**config.mk**
```make
export PLATFORM = sky130hd
export DESIGN_NAME = enha_var_engine
export DESIGN_NICKNAME = d
export VERILOG_FILES = /design/src/rtl/enha_pkg.sv /design/src/rtl/enha_absdiff_pipe.sv /design/src/rtl/enha_var_engine.sv
export SDC_FILE = /design/constraint.sdc
export NUM_CORES = 1
export LEC_CHECK = 0
export ABC_AREA = 1
export ABC_CLOCK_PERIOD_IN_PS = 3550
export BUFFER_PORTS_ARGS = -buffer_cell sky130_fd_sc_hd__buf_2
export CAP_MARGIN = 15
export CORE_ASPECT_RATIO = 0.5
export CORE_UTILIZATION = 30
export DETAILED_ROUTE_END_ITERATION = 16
export GPL_TIMING_DRIVEN = 1
export PLACE_DENSITY = 0.47
export SYNTH_ARGS = -nofsm -noshare
export SYNTH_HDL_FRONTEND = slang
export SYNTH_HIERARCHICAL = 1
export SYNTH_SLANG_ARGS = --single-unit
export TNS_END_PERCENT = 1
```
**constraint.sdc**
```tcl
create_clock -name iODCK -period 3.55 [get_ports iODCK]
set_input_delay 0 -clock iODCK [delete_from_list [all_inputs] [get_ports iODCK]]
set_output_delay 0 -clock iODCK [all_outputs]
set_load 0.005 [all_outputs]
```
**src/rtl/enha_pkg.sv**
```systemverilog
// Shared widths, state encoding and width helpers for the block-variance enhancement engine.
package enha_pkg;

  function automatic int clog2(input int n);
    int r;
    int v;
    r = 0;
    v = n - 1;
    while (v > 0) begin
      r++;
      v = v >> 1;
    end
    return r;
  endfunction

  function automatic int sum_w(input int pix_w, input int log2_blk);
    return pix_w + log2_blk;
  endfunction

  function automatic int acc_w(input int sum_width, input int aw);
    return sum_width + aw;
  endfunction

  localparam int PIX_W_DEF    = 8;
  localparam int LOG2_BLK_DEF = 6;
  localparam int DEPTH_DEF    = 64;
  localparam int RATE_W_DEF   = 2;
  localparam int ALPHA_W_DEF  = 4;
  localparam int ACC_W_DEF    = acc_w(sum_w(PIX_W_DEF, LOG2_BLK_DEF), clog2(DEPTH_DEF));

  typedef enum logic [1:0] {
    IDLE  = 2'd0,
    SCAN  = 2'd1,
    DRAIN = 2'd2,
    DONE  = 2'd3
  } enha_state_e;

endpackage

```
**src/rtl/enha_absdiff_pipe.sv**
```systemverilog
// Two-stage datapath: registered |pixel*2^LOG2_BLK - line_sum|, then accumulation.
module enha_absdiff_pipe
  import enha_pkg::*;
#(
  parameter int PIX_W    = PIX_W_DEF,
  parameter int LOG2_BLK = LOG2_BLK_DEF,
  parameter int ACC_W    = ACC_W_DEF,
  localparam int SUM_W   = sum_w(PIX_W, LOG2_BLK)
) (
  input  logic             clk_i,
  input  logic             rst_i,
  input  logic             clr_i,
  input  logic             en_i,
  input  logic [PIX_W-1:0] pix_i,
  input  logic [SUM_W-1:0] sum_i,
  output logic [ACC_W-1:0] acc_o
);

  logic [SUM_W-1:0] scaled;
  logic [SUM_W-1:0] diff_d, diff_q;
  logic             vld_q;
  logic [ACC_W-1:0] acc_d, acc_q;

  assign scaled = {pix_i, {LOG2_BLK{1'b0}}};

  always_comb begin
    diff_d = (scaled >= sum_i) ? (scaled - sum_i) : (sum_i - scaled);
    acc_d  = acc_q;
    if (clr_i)      acc_d = '0;
    else if (vld_q) acc_d = acc_q + ACC_W'(diff_q);
  end

  always_ff @(posedge clk_i) begin
    if (rst_i) begin
      diff_q <= '0;
      vld_q  <= 1'b0;
      acc_q  <= '0;
    end else begin
      diff_q <= clr_i ? '0 : diff_d;
      vld_q  <= en_i & ~clr_i;
      acc_q  <= acc_d;
    end
  end

  assign acc_o = acc_q;

endmodule

```
**src/rtl/enha_var_engine.sv**
```systemverilog
// Block-variance engine: line-sum memory, scan FSM and alpha-scaled rate output.
// state | meaning
// IDLE  | accept line-sum writes, wait for iStart
// SCAN  | DEPTH cycles pairing iBlockData with mem[idx]
// DRAIN | two cycles flushing the datapath
// DONE  | publish oVar/oEnhaRate with oValid
module enha_var_engine
  import enha_pkg::*;
#(
  parameter int PIX_W      = PIX_W_DEF,
  parameter int LOG2_BLK   = LOG2_BLK_DEF,
  parameter int DEPTH      = DEPTH_DEF,
  parameter int RATE_W     = RATE_W_DEF,
  parameter int ALPHA_W    = ALPHA_W_DEF,
  localparam int SUM_W     = sum_w(PIX_W, LOG2_BLK),
  localparam int AW        = clog2(DEPTH),
  localparam int ACC_W     = acc_w(SUM_W, AW),
  localparam int RATE_OUT_W = RATE_W + ALPHA_W
) (
  input  logic                  iODCK,
  input  logic                  iRST,
  input  logic                  iWEA,
  input  logic [AW-1:0]         iWAddr,
  input  logic [SUM_W-1:0]      iPreLineSum,
  input  logic                  iStart,
  input  logic [PIX_W-1:0]      iBlockData,
  input  logic [ALPHA_W-1:0]    iAlpha,
  output logic [PIX_W-1:0]      oBpixel,
  output logic [ACC_W-1:0]      oVar,
  output logic [RATE_OUT_W-1:0] oEnhaRate,
  output logic                  oValid,
  output logic                  oBusy
);

  enha_state_e           state_q, state_d;
  logic [AW-1:0]         idx_q, idx_d;
  logic                  drain_q, drain_d;
  logic [ALPHA_W-1:0]    alpha_q, alpha_d;
  logic [PIX_W-1:0]      bpix_q;
  logic [ACC_W-1:0]      var_q, var_d;
  logic [RATE_OUT_W-1:0] rate_q, rate_d;
  logic                  valid_q, valid_d;
  logic                  acc_clr, scan_en, mem_we;
  logic [ACC_W-1:0]      acc;
  logic [SUM_W-1:0]      mem_q [DEPTH];

  // Writes only land in IDLE so the table cannot change under a running scan.
  assign mem_we = (state_q == IDLE) && iWEA && (int'(iWAddr) < DEPTH);

  always_comb begin
    state_d = state_q;
    idx_d   = idx_q;
    drain_d = drain_q;
    alpha_d = alpha_q;
    var_d   = var_q;
    rate_d  = rate_q;
    valid_d = 1'b0;
    acc_clr = 1'b0;
    scan_en = 1'b0;
    case (state_q)
      IDLE: begin
        if (iStart) begin
          acc_clr = 1'b1;
          idx_d   = '0;
          alpha_d = iAlpha;
          state_d = SCAN;
        end
      end
      SCAN: begin
        scan_en = 1'b1;
        if (idx_q == AW'(DEPTH - 1)) begin
          idx_d   = '0;
          drain_d = 1'b0;
          state_d = DRAIN;
        end else begin
          idx_d = idx_q + 1'b1;
        end
      end
      DRAIN: begin
        drain_d = 1'b1;
        if (drain_q) begin
          var_d   = acc;
          rate_d  = RATE_OUT_W'(acc[ACC_W-1 -: RATE_W]) * RATE_OUT_W'(alpha_q);
          valid_d = 1'b1;
          state_d = DONE;
        end
      end
      DONE:    state_d = IDLE;
      default: state_d = IDLE;
    endcase
  end

  always_ff @(posedge iODCK) begin
    if (iRST) begin
      state_q <= IDLE;
      idx_q   <= '0;
      drain_q <= 1'b0;
      alpha_q <= '0;
      bpix_q  <= '0;
      var_q   <= '0;
      rate_q  <= '0;
      valid_q <= 1'b0;
    end else begin
      state_q <= state_d;
      idx_q   <= idx_d;
      drain_q <= drain_d;
      alpha_q <= alpha_d;
      bpix_q  <= iBlockData;
      var_q   <= var_d;
      rate_q  <= rate_d;
      valid_q <= valid_d;
    end
  end

  always_ff @(posedge iODCK) begin
    if (mem_we) mem_q[iWAddr] <= iPreLineSum;
  end

  enha_absdiff_pipe #(
    .PIX_W    (PIX_W),
    .LOG2_BLK (LOG2_BLK),
    .ACC_W    (ACC_W)
  ) u_pipe (
    .clk_i (iODCK),
    .rst_i (iRST),
    .clr_i (acc_clr),
    .en_i  (scan_en),
    .pix_i (iBlockData),
    .sum_i (mem_q[idx_q]),
    .acc_o (acc)
  );

  assign oBpixel   = bpix_q;
  assign oVar      = var_q;
  assign oEnhaRate = rate_q;
  assign oValid    = valid_q;
  assign oBusy     = (state_q == SCAN) || (state_q == DRAIN);

endmodule

```
======== Word-level counts from Yosys, hierarchy flattened ========
Memory sizes are Yosys's and may differ from the RTL's. A register that Yosys moved wholly into a read port is not among the register bits.
Index checks and enable logic that the tools add are counted.
operators by class
  add/subtract/negate cells ............... 4
  multiply operators ...................... 1
  order comparisons ....................... 1
  equal/unequal tests ..................... 7
  multiplexer cells ....................... 18
  bitwise gates (word level) .............. 3
  reductions and logical operators ........ 12
operators with widths
  kind                                                                    number
  14-bit subtractor                                                       2
  6-bit two-way mux                                                       4
  20-bit by 14-bit adder with 20-bit output                               1
  14-bit greater-or-equal comparator                                      1
  14-bit two-way mux                                                      1
  6-bit one-hot mux with 2 select lines                                   1
  2-bit one-hot mux with 4 select lines                                   1
  2-bit AND reduction                                                     4
  1-bit two-way mux                                                       7
  6-bit by 1-bit adder with 6-bit output (second input constant)          1
  6-bit equality test (second input constant)                             1
  2-bit by 4-bit multiplier with 6-bit output                             1
  2-bit two-way mux                                                       3
  2-bit != test (second input constant)                                   3
  2-bit equality test (second input constant)                             2
  2-bit nonzero test                                                      2
  2-bit OR reduction                                                      2
  3-bit AND reduction                                                     1
  2-bit by 1-bit equality test with 1-bit output (second input constant)  1
  2-bit logical NOT                                                       1
  1-bit NOT                                                               2
  1-bit one-hot mux with 2 select lines                                   1
  1-bit AND                                                               1
  1-bit logical AND                                                       1
  1-bit logical OR                                                        1
storage, ports and cells
  register bits ........................... 83
  memory bits (writable) .................. 896
  bits of input ports ..................... 36
  output and inout bits ................... 36
  memories ................................ 1
memories
  name   depth  width  read ports  clocked after memory_dff  write ports  RTL line               source
  mem_q  64     14     1           1                         1            enha_var_engine.sv:45  logic [SUM_W-1:0] mem_q [DEPTH];

======== Depth between registers and ports, before layout ========
Gate-level depths: netlist of the first run.
  depth after elaboration ................. 5
  depth in mapped cells ................... 24
  depth with buffers taken out ............ 21

======== Hierarchy ========
Netlist of the first run, hierarchy kept.
modules (own cells, without submodules)
  module             times used  cells each  area an instance (um^2)  seq. area each (um^2)
  enha_var_engine    1           3328        38693.4                  27986.8
  enha_absdiff_pipe  1           488         3041.7                   700.7

======== Worst setup path after synthesis of the first run ========
Ideal clock, no wire load.
  path type ............................... register -> register
  from .................................... register state_q[0]
  to ...................................... memory mem_q[48][0] (netlist bit) (enable)
  setup time .............................. 0.422 ns
  arrival time ............................ 2.397 ns
  required time ........................... 3.128 ns
  slack ................................... 0.731 ns
  cell stages (with the launch flop) ...... 7
  path buffers ............................ 0
  clock period less this slack ............ 2.819 ns
  path through ............................ dfxtp_1 -> inv_1 -> ha_1 -> nand2_1 -> clkinv_1 -> nand4_1 -> nor4_1
on the way
  word-level cells in the longest chain between the ends .. 4
RTL lines
  what                                     RTL line                source
  start, declared                          enha_var_engine.sv:35   enha_state_e state_q, state_d;
  start signal, assigned                   enha_var_engine.sv:104  state_q <= state_d;
  2-bit logical NOT                        enha_var_engine.sv:48   assign mem_we = (state_q == IDLE) && iWEA && (int'(iWAddr) < DEPTH);
  1-bit logical AND                        enha_var_engine.sv:48
  1-bit two-way mux                        enha_var_engine.sv:116  if (mem_we) mem_q[iWAddr] <= iPreLineSum;
  1-bit two-way mux (implied by the code)  enha_var_engine.sv:116
  end, declared                            enha_var_engine.sv:45
No other way between the ends.

==> summary.txt, run 1 <==
Clock network
  • Clock Path Buffers: 3
  • Clock root buffer: clkbuf_16
  • TritonCTS clock tree: done
  • Worst-path clk slew: about 0.06 ns
  • Total CTS buffers: 100
  • H-tree depth: 3
  • Skew-Pair Late Insertion Delay: about 0.70 ns
  • Clk sinks: ~990

Synth
  • Top-count cell post-synth: nand2_1
  • Syn_nets: 3892
  • Cells after Synth: ~3800
  • Synth top cells by count: nand2_1 (1288), edfxtp_1 (896), nand3_1 (806)
  • Sequential-to-total area share from yosys stat: 68.7%
  • Yosys Warn Count: 6
  • Mapped cell area: 41700 um2
  • Top post-synthesis cells by area: edfxtp_1 (64%), nand2_1 (12%), nand3_1 (9.7%), dfxtp_1 (4.3%), nor2_1 (1.6%)
  • Mean post-synth cell area: between 10 and 15 um2
  • Yosys top cell area share: between 60% and 70%
  • Top FF cell, synth: edfxtp_1
  • Post-synth EDFFs: ~900
  • Async S/R FF share, synth: 0%
  • Flops & latches, synth: 985
  • Area leader, netlist: edfxtp_1
  • Library cells used by synthesis: between 40 and 50

Die
  • Starting Density: 30.3%
  • # IOs: 72
  • Core Box Area: 138000 um2
  • Number of placement rows: 96
  • Die H: around 270 um
  • Die width: 529 um
  • Die area: 141000 um2

Flow run
  • Max-Cap Viols: 0

Detailed routing
  • Via count: 28900
  • DRT antenna net count: 0
  • Drt wl/cell: 21.1 um
  • DRT Wirelength: 126 mm
  • DRC viols: 0
  • DRT iter0 DRCs: 2412
  • DR vias/cell: 4.82
  • Drt pass-1 iters: 5

Timing
  • Clock Skew: 0.0212 ns
  • Crit path time final: 3.41 ns
  • Setup violations, final: 0
  • TNS Setup: 0 ns
  • Tcrit/Tclk final: ~96%
  • Max frequency: 0.293 GHz
  • Final Hold Fails: 0
  • Worst Tran Pin Value: between 1 and 1.5 ns
  • Final Max Slew Viols: 0
  • Worst slew margin: between 20% and 30%

Placed design
  • Placement Cell Area: 45000 um2
  • HPWL after DPL: ~77 mm
  • Routability Congestion: 0.837
  • Port-buffer cells: 71

Min path
  • Hold Path Sink: mem_q[51][5]
  • Hold WC Path Type: in2reg
  • Hold_sp: iPreLineSum[5]
  • Worst hold path stage count: 1

Critical path
  • Reg2reg setup slack: 0.14 ns
  • Buf/Inv on CP: 5
  • Critical path fanouts, max: 22
  • Req. time, crit path: ~4.2 ns
  • RR Endpoint: u_pipe/diff_q[12]
  • Crit-path cells: buf_12, clkinv_16, buf_4, buf_12, nand2_1, nand3_1, nand3_1, nand2_1, nand2_1, nand3_2, nand3_2, nand2_1, inv_1, ha_1, fa_1, nor2_2, nand2_1, nand3_1, xor2_1, nand2_1, a21oi_1
  • CP peak stage delay: 0.44 ns
  • Setup CP Type: reg2reg
  • CP Launch Type: flop
  • Critical path's top delay family: simple AND/OR/NAND/NOR gates
  • CP arrival: roughly 4 ns
  • CP Capture Type: flop
  • Most used cell, CP: nand2_1
  • Slowest CP cell: fa_1
  • R2R depth: 21

Global route
  • First-pass GRT wire length: 184 mm
  • Largest net degree at the start of global routing: 78
  • Total track usage: 17.6%
  • Initial antenna violation count: 6
  • Vias in the first global route: 27700
  • GRT Residual Overflow: 0

Finish
  • Final instance area: around 49000 um2
  • Ratio of cells with drive above 1 in the final layout: approximately an eighth
  • Synthesis-to-finish area growth: 17.3%
  • Core Util, Final: 35.6%
  • Layout Nets: 4117

Power and ir drop
  • Max VDD drop: approximately 0.00033 V
  • Power Density: roughly 630 nW/um2
  • LEAKAGE: between 0.015 and 0.02 uW

Run status
  • Run status: completed
## how the worst max path moves through the flow
stage                from           endpoint  slack, ns  cells past startpoint
3_5_place_dp         flop   u_pipe/diff_q[3]      -0.09                     21
2_1_floorplan  state_q[0]       mem_q[48][0]       0.73                      6
5_1_grt              flop  u_pipe/diff_q[13]     -0.002                     19
4_1_cts              flop   u_pipe/diff_q[3]       0.02                     18
6_report             flop  u_pipe/diff_q[12]       0.14                     21
3_3_place_gp         flop   u_pipe/diff_q[2]      -0.12                     22
## power breakdown
part	internal (uW)	switching [uW]	total, uW	leakage [uW]
clock	5800	4510	10300	0.00153
sequential	12900	115	13000	0.00878
combinational	2440	4950	7390	0.00793
total	21100	9570	30700	0.0182
## cells by family after synthesis
| group | share of synthesized area [%] |
|---|---|
| xor gates and xnor gates | 0.252 |
| adders and majority gates | 1.25 |
| AOI/OAI and AO/OA | 1.47 |
| and+or+nand+nor | 23.7 |
| buffers and inverters | 4.55 |
| DFF | 68.7 |
## final cells by class
class,count,area (um2)
Fill cell,13600,88600
Timing Repair inverter,1,11.3
Timing Repair Buffer,335,3020
Inverter,125,513
Antenna cell,3,7.51
Tap cell,1862,2330
Multi-Input combinational cell,2493,11200
Clock inverter,55,429
Sequential cell,985,28700
Clock buffer,129,2710
## sequential cells by signal, summed over array words and instances, names as in the netlist, named ones only
name / flops
oEnhaRate: 6
oVar: 20
alpha_q: 4
oBpixel: 8
idx_q: 6
oValid: 1
u_pipe/vld_q: 1
u_pipe/acc_o: 20
drain_q: 1
mem_q: 896
u_pipe/diff_q: 14
state_q: 2
## stage by stage
stage	instances	hold slack, ns	setup slack (ns)	power (uW)
floorplan	3816	0.0691	0.731	17800
global placement	5742	0.267	-0.119	20100
detailed placement	5742	0.270	-0.0927	20100
CTS	5968	0.0146	0.0158	30500
global route	5986	0.0583	-0.00188	32100
finish	5988	0.0345	0.135	30700
## repair_timing
item | in CTS | in global routing
gates cloned | 0 | 6
pin swaps | 0 | 1
resized for setup | 4 | 26
hold endpoints to repair | 250 | 0
buffers inserted | 2 | 11
setup endpoints to repair | 11 | 13
hold buffers | 40 | 0
## layout by cell type (no fill, tap or decap), types with 4 or more instances in the layout
| cell | count |
|---|---|
| buf_12 | 29 |
| clkinv_2 | 15 |
| nand2_1 | 1283 |
| o21ai_1 | 4 |
| ha_1 | 37 |
| clkbuf_16 | 109 |
| bufinv_16 | 6 |
| nor3_1 | 5 |
| edfxtp_1 | 896 |
| nand4_1 | 10 |
| buf_6 | 7 |
| xor2_1 | 10 |
| inv_2 | 7 |
| clkinv_1 | 30 |
| nor4_2 | 8 |
| dlygate4sd3_1 | 40 |
| dfxtp_1 | 85 |
| nand2_2 | 10 |
| buf_4 | 176 |
| nand3_1 | 800 |
| nor2_1 | 182 |
| nor3_2 | 6 |
| nand3_2 | 7 |
| a21oi_1 | 54 |
| buf_16 | 5 |
| o21ai_0 | 45 |
| buf_2 | 72 |
| clkbuf_1 | 24 |
| inv_1 | 112 |
## per-layer routing
metal | share of wire [%] | track usage, % | vias to the layer above
li1 | - | - | 13600
met1 | 49 | 26.2 | 14400
met2 | 44 | 26.9 | 718
met3 | 4.8 | 2.19 | 153
met4 | 2.0 | 4.31 | 0
met5 | 0 | 0 | -
No activity file was read; power rests on OpenSTA's default activity.
==> run 2, diff against run 1 <==
Settings changed: RECOVER_POWER set to 25.
==> summary.txt, run 2 (synthesis gave the netlist of run 1 again) <==
Critical path
  • Setup CP Type: reg2reg
  • Slowest CP cell: fa_1
  • Critical path fanouts, max: 21
  • CP Capture Type: flop
  • Crit-path cells: buf_12, clkinv_16, buf_4, buf_12, nand2_1, nand3_1, nand3_1, nand2_1, nand2_1, nand3_2, nand3_2, nand2_1, inv_1, ha_1, fa_1, nor2_2, nand2_1, nand3_1, xor2_1, nand2_1, a21oi_1
  • CP Launch Type: flop
  • CP peak stage delay: 0.44 ns
  • Most used cell, CP: nand2_1
  • Buf/Inv on CP: 5
  • Req. time, crit path: 4.15 ns
  • CP arrival: 4.02 ns
  • Critical path's top delay family: simple AND/OR/NAND/NOR gates

Finish
  • Largest Register: mem_q
  • Max reg flops: 896
  • Synthesis-to-finish area growth: 17.2%
  • Most frequent cells in the layout: nand2_1 (1283), edfxtp_1 (896), nand3_1 (800), nor2_1 (182), buf_4 (172)
  • Commonest non-fill, non-tap cell in the layout: nand2_1
  • Final instance area: slightly below 50000 um2
  • Ratio of cells with drive above 1 in the final layout: 11.4%
  • Layout Nets: 4117
  • Fill cells: 13600

Timing
  • Final Max Slew Viols: 425
  • Worst Tran Pin Value: roughly 2.6 ns
  • Crit path time final: 3.42 ns
  • Slack of the critical path: 0.132 ns
  • Final Hold Fails: 0
  • Max frequency: 0.293 GHz
  • Clock Skew: 0.0232 ns
  • TNS Setup: 0 ns
  • Worst slew margin: -71.8%
  • Setup violations, final: 0
  • Tcrit/Tclk final: 96.3%

Global route
  • Initial antenna violation count: 6
  • GRT Residual Overflow: 0
  • First-pass GRT wire length: approximately 180 mm
  • Gr busiest metal: met2
  • Met1 Usage GRT: 26.2%
  • Largest net degree at the start of global routing: 78
  • Total track usage: 17.6%
  • Met3 usage: under 10%
  • Vias in the first global route: between 20000 and 30000
  • GR met2 Demand/Resource: 26.9%

Power and ir drop
  • Gate power share: 24.1%
  • Internal Power: 21100 uW
  • Sw Share: between 30% and 40%
  • Reg power frac: between 40% and 50%
  • Clock power share: between 30% and 40%
  • LEAKAGE: 0.0182 uW
  • NetSw: 9580 uW
  • Max VDD drop: about 0.00033 V
  • Power Density: around 630 nW/um2

Clock network
  • Skew-Pair Late Insertion Delay: 0.69 ns
  • Clk sinks: 985
  • TritonCTS clock tree: done
  • Clock Path Buffers: 3
  • Worst-path clk slew: roughly 0.06 ns
  • H-tree depth: 3
  • Total CTS buffers: 100
  • Clock root buffer: clkbuf_16

Detailed routing
  • DRT antenna net count: 0
  • DR vias/cell: slightly below 5
  • Drt wl/cell: 21.1 um
  • DRT iter0 DRCs: 2532
  • Drt pass-1 iters: 5
  • Via count: 28900
  • DRT Wirelength: roughly 130 mm
  • DRC viols: 0

Die
  • Die area: 141000 um2
  • Number of placement rows: 96
  • Die H: 266 um
  • Core Box Area: roughly 140000 um2
  • Starting Density: 30.3%
  • # IOs: 72
  • Die width: 529 um

Placed design
  • Pre-CTS setup slack: -0.0927 ns
  • HPWL after DPL: 76.5 mm
  • Port-buffer cells: 71
  • Routability Congestion: 0.837
  • Placement Cell Area: roughly 45000 um2

Run status
  • Run status: complete, but fails checks
  • Violated checks: max-capacitance violations, max-slew violations

Flow run
  • Max-Cap Viols: 11

Min path
  • Hold WC Path Type: in2reg
[run 2: cell types whose count changed in the layout (fill, tap and decap cells not counted)]
cell,before,now
buf_2,72,59
clkbuf_1,24,41
diode_2,3,2
buf_4,176,172
[run 2: cell type report]
type | instances | area (um2) | area share, %
timing repair inverter | 1 | 11.3 | 0.0230
sequential | 985 | 28700 | 58.7
antenna | 2 | 5.00 | 0.0102
tap | 1862 | 2330 | 4.76
timing repair buffer | 335 | 2990 | 6.11
multi-input combinational | 2493 | 11200 | 23.0
clock inverter | 55 | 429 | 0.877
clock buffer | 129 | 2710 | 5.53
inverter | 125 | 513 | 1.05
[run 2: worst reg2reg max path, stage by stage, from the launching register on]
cell,delay (ns)
dfxtp_4,0.36
buf_12,0.14
clkinv_16,0.07
buf_4,0.20
buf_12,0.20
nand2_1,0.08
nand3_1,0.10
nand3_1,0.16
nand2_1,0.11
nand2_1,0.06
nand3_2,0.14
nand3_2,0.15
nand2_1,0.13
inv_1,0.07
ha_1,0.21
fa_1,0.44
nor2_2,0.16
nand2_1,0.06
nand3_1,0.09
xor2_1,0.21
nand2_1,0.08
a21oi_1,0.12
[run 2: worst paths after layout]
check	startpoint	endpoint	slack, ns	depth (start not counted)
setup reg to reg	flop	u_pipe/diff_q[12]	0.13	21
hold reg to reg	oEnhaRate[0]	oEnhaRate[0]	0.47	2
setup / recovery	flop	u_pipe/diff_q[12]	0.13	21
hold / removal	iWAddr[3]	mem_q[26][13]	0.06	3
[run 2: power groups by stage]
stage          Sequential [uW]  Combinational (uW)  Clock [uW]
6_report                 13000                7390       10300
5_1_grt                  13000                8150       11000
4_1_cts                  13000                7000       10500
3_5_place_dp             13200                6890           0
3_3_place_gp             13200                6890           0
2_1_floorplan            13200                4650           0
[run 2: per-stage QoR]
step	hold WS (ns)	util (%)	total power (uW)	std cells
2_1_floorplan	0.0691	-	17800	3816
3_3_place_gp	0.267	32.7	20100	5742
3_5_place_dp	0.270	32.7	20100	5742
4_1_cts	0.0146	35.3	30500	5968
5_1_grt	0.0890	35.6	32100	5986
6_report	0.0617	35.6	30700	5987
[run 2: timing repair]
item                                   in CTS  in global routing
cloned                                      0                  6
hold buffers                               40                  0
setup endpoints to repair                  11                 13
setup buffers                               2                 11
endpoints found under the hold margin     250                  0
gates resized for setup                     4                 26
pin swaps                                   0                  1
[run 2: layer usage]
metal | up-vias | part of all wire (%)
li1 | 13600 | -
met1 | 14400 | 49
met2 | 742 | 44
met3 | 154 | 5.2
met4 | 0 | 2.0
met5 | - | 0
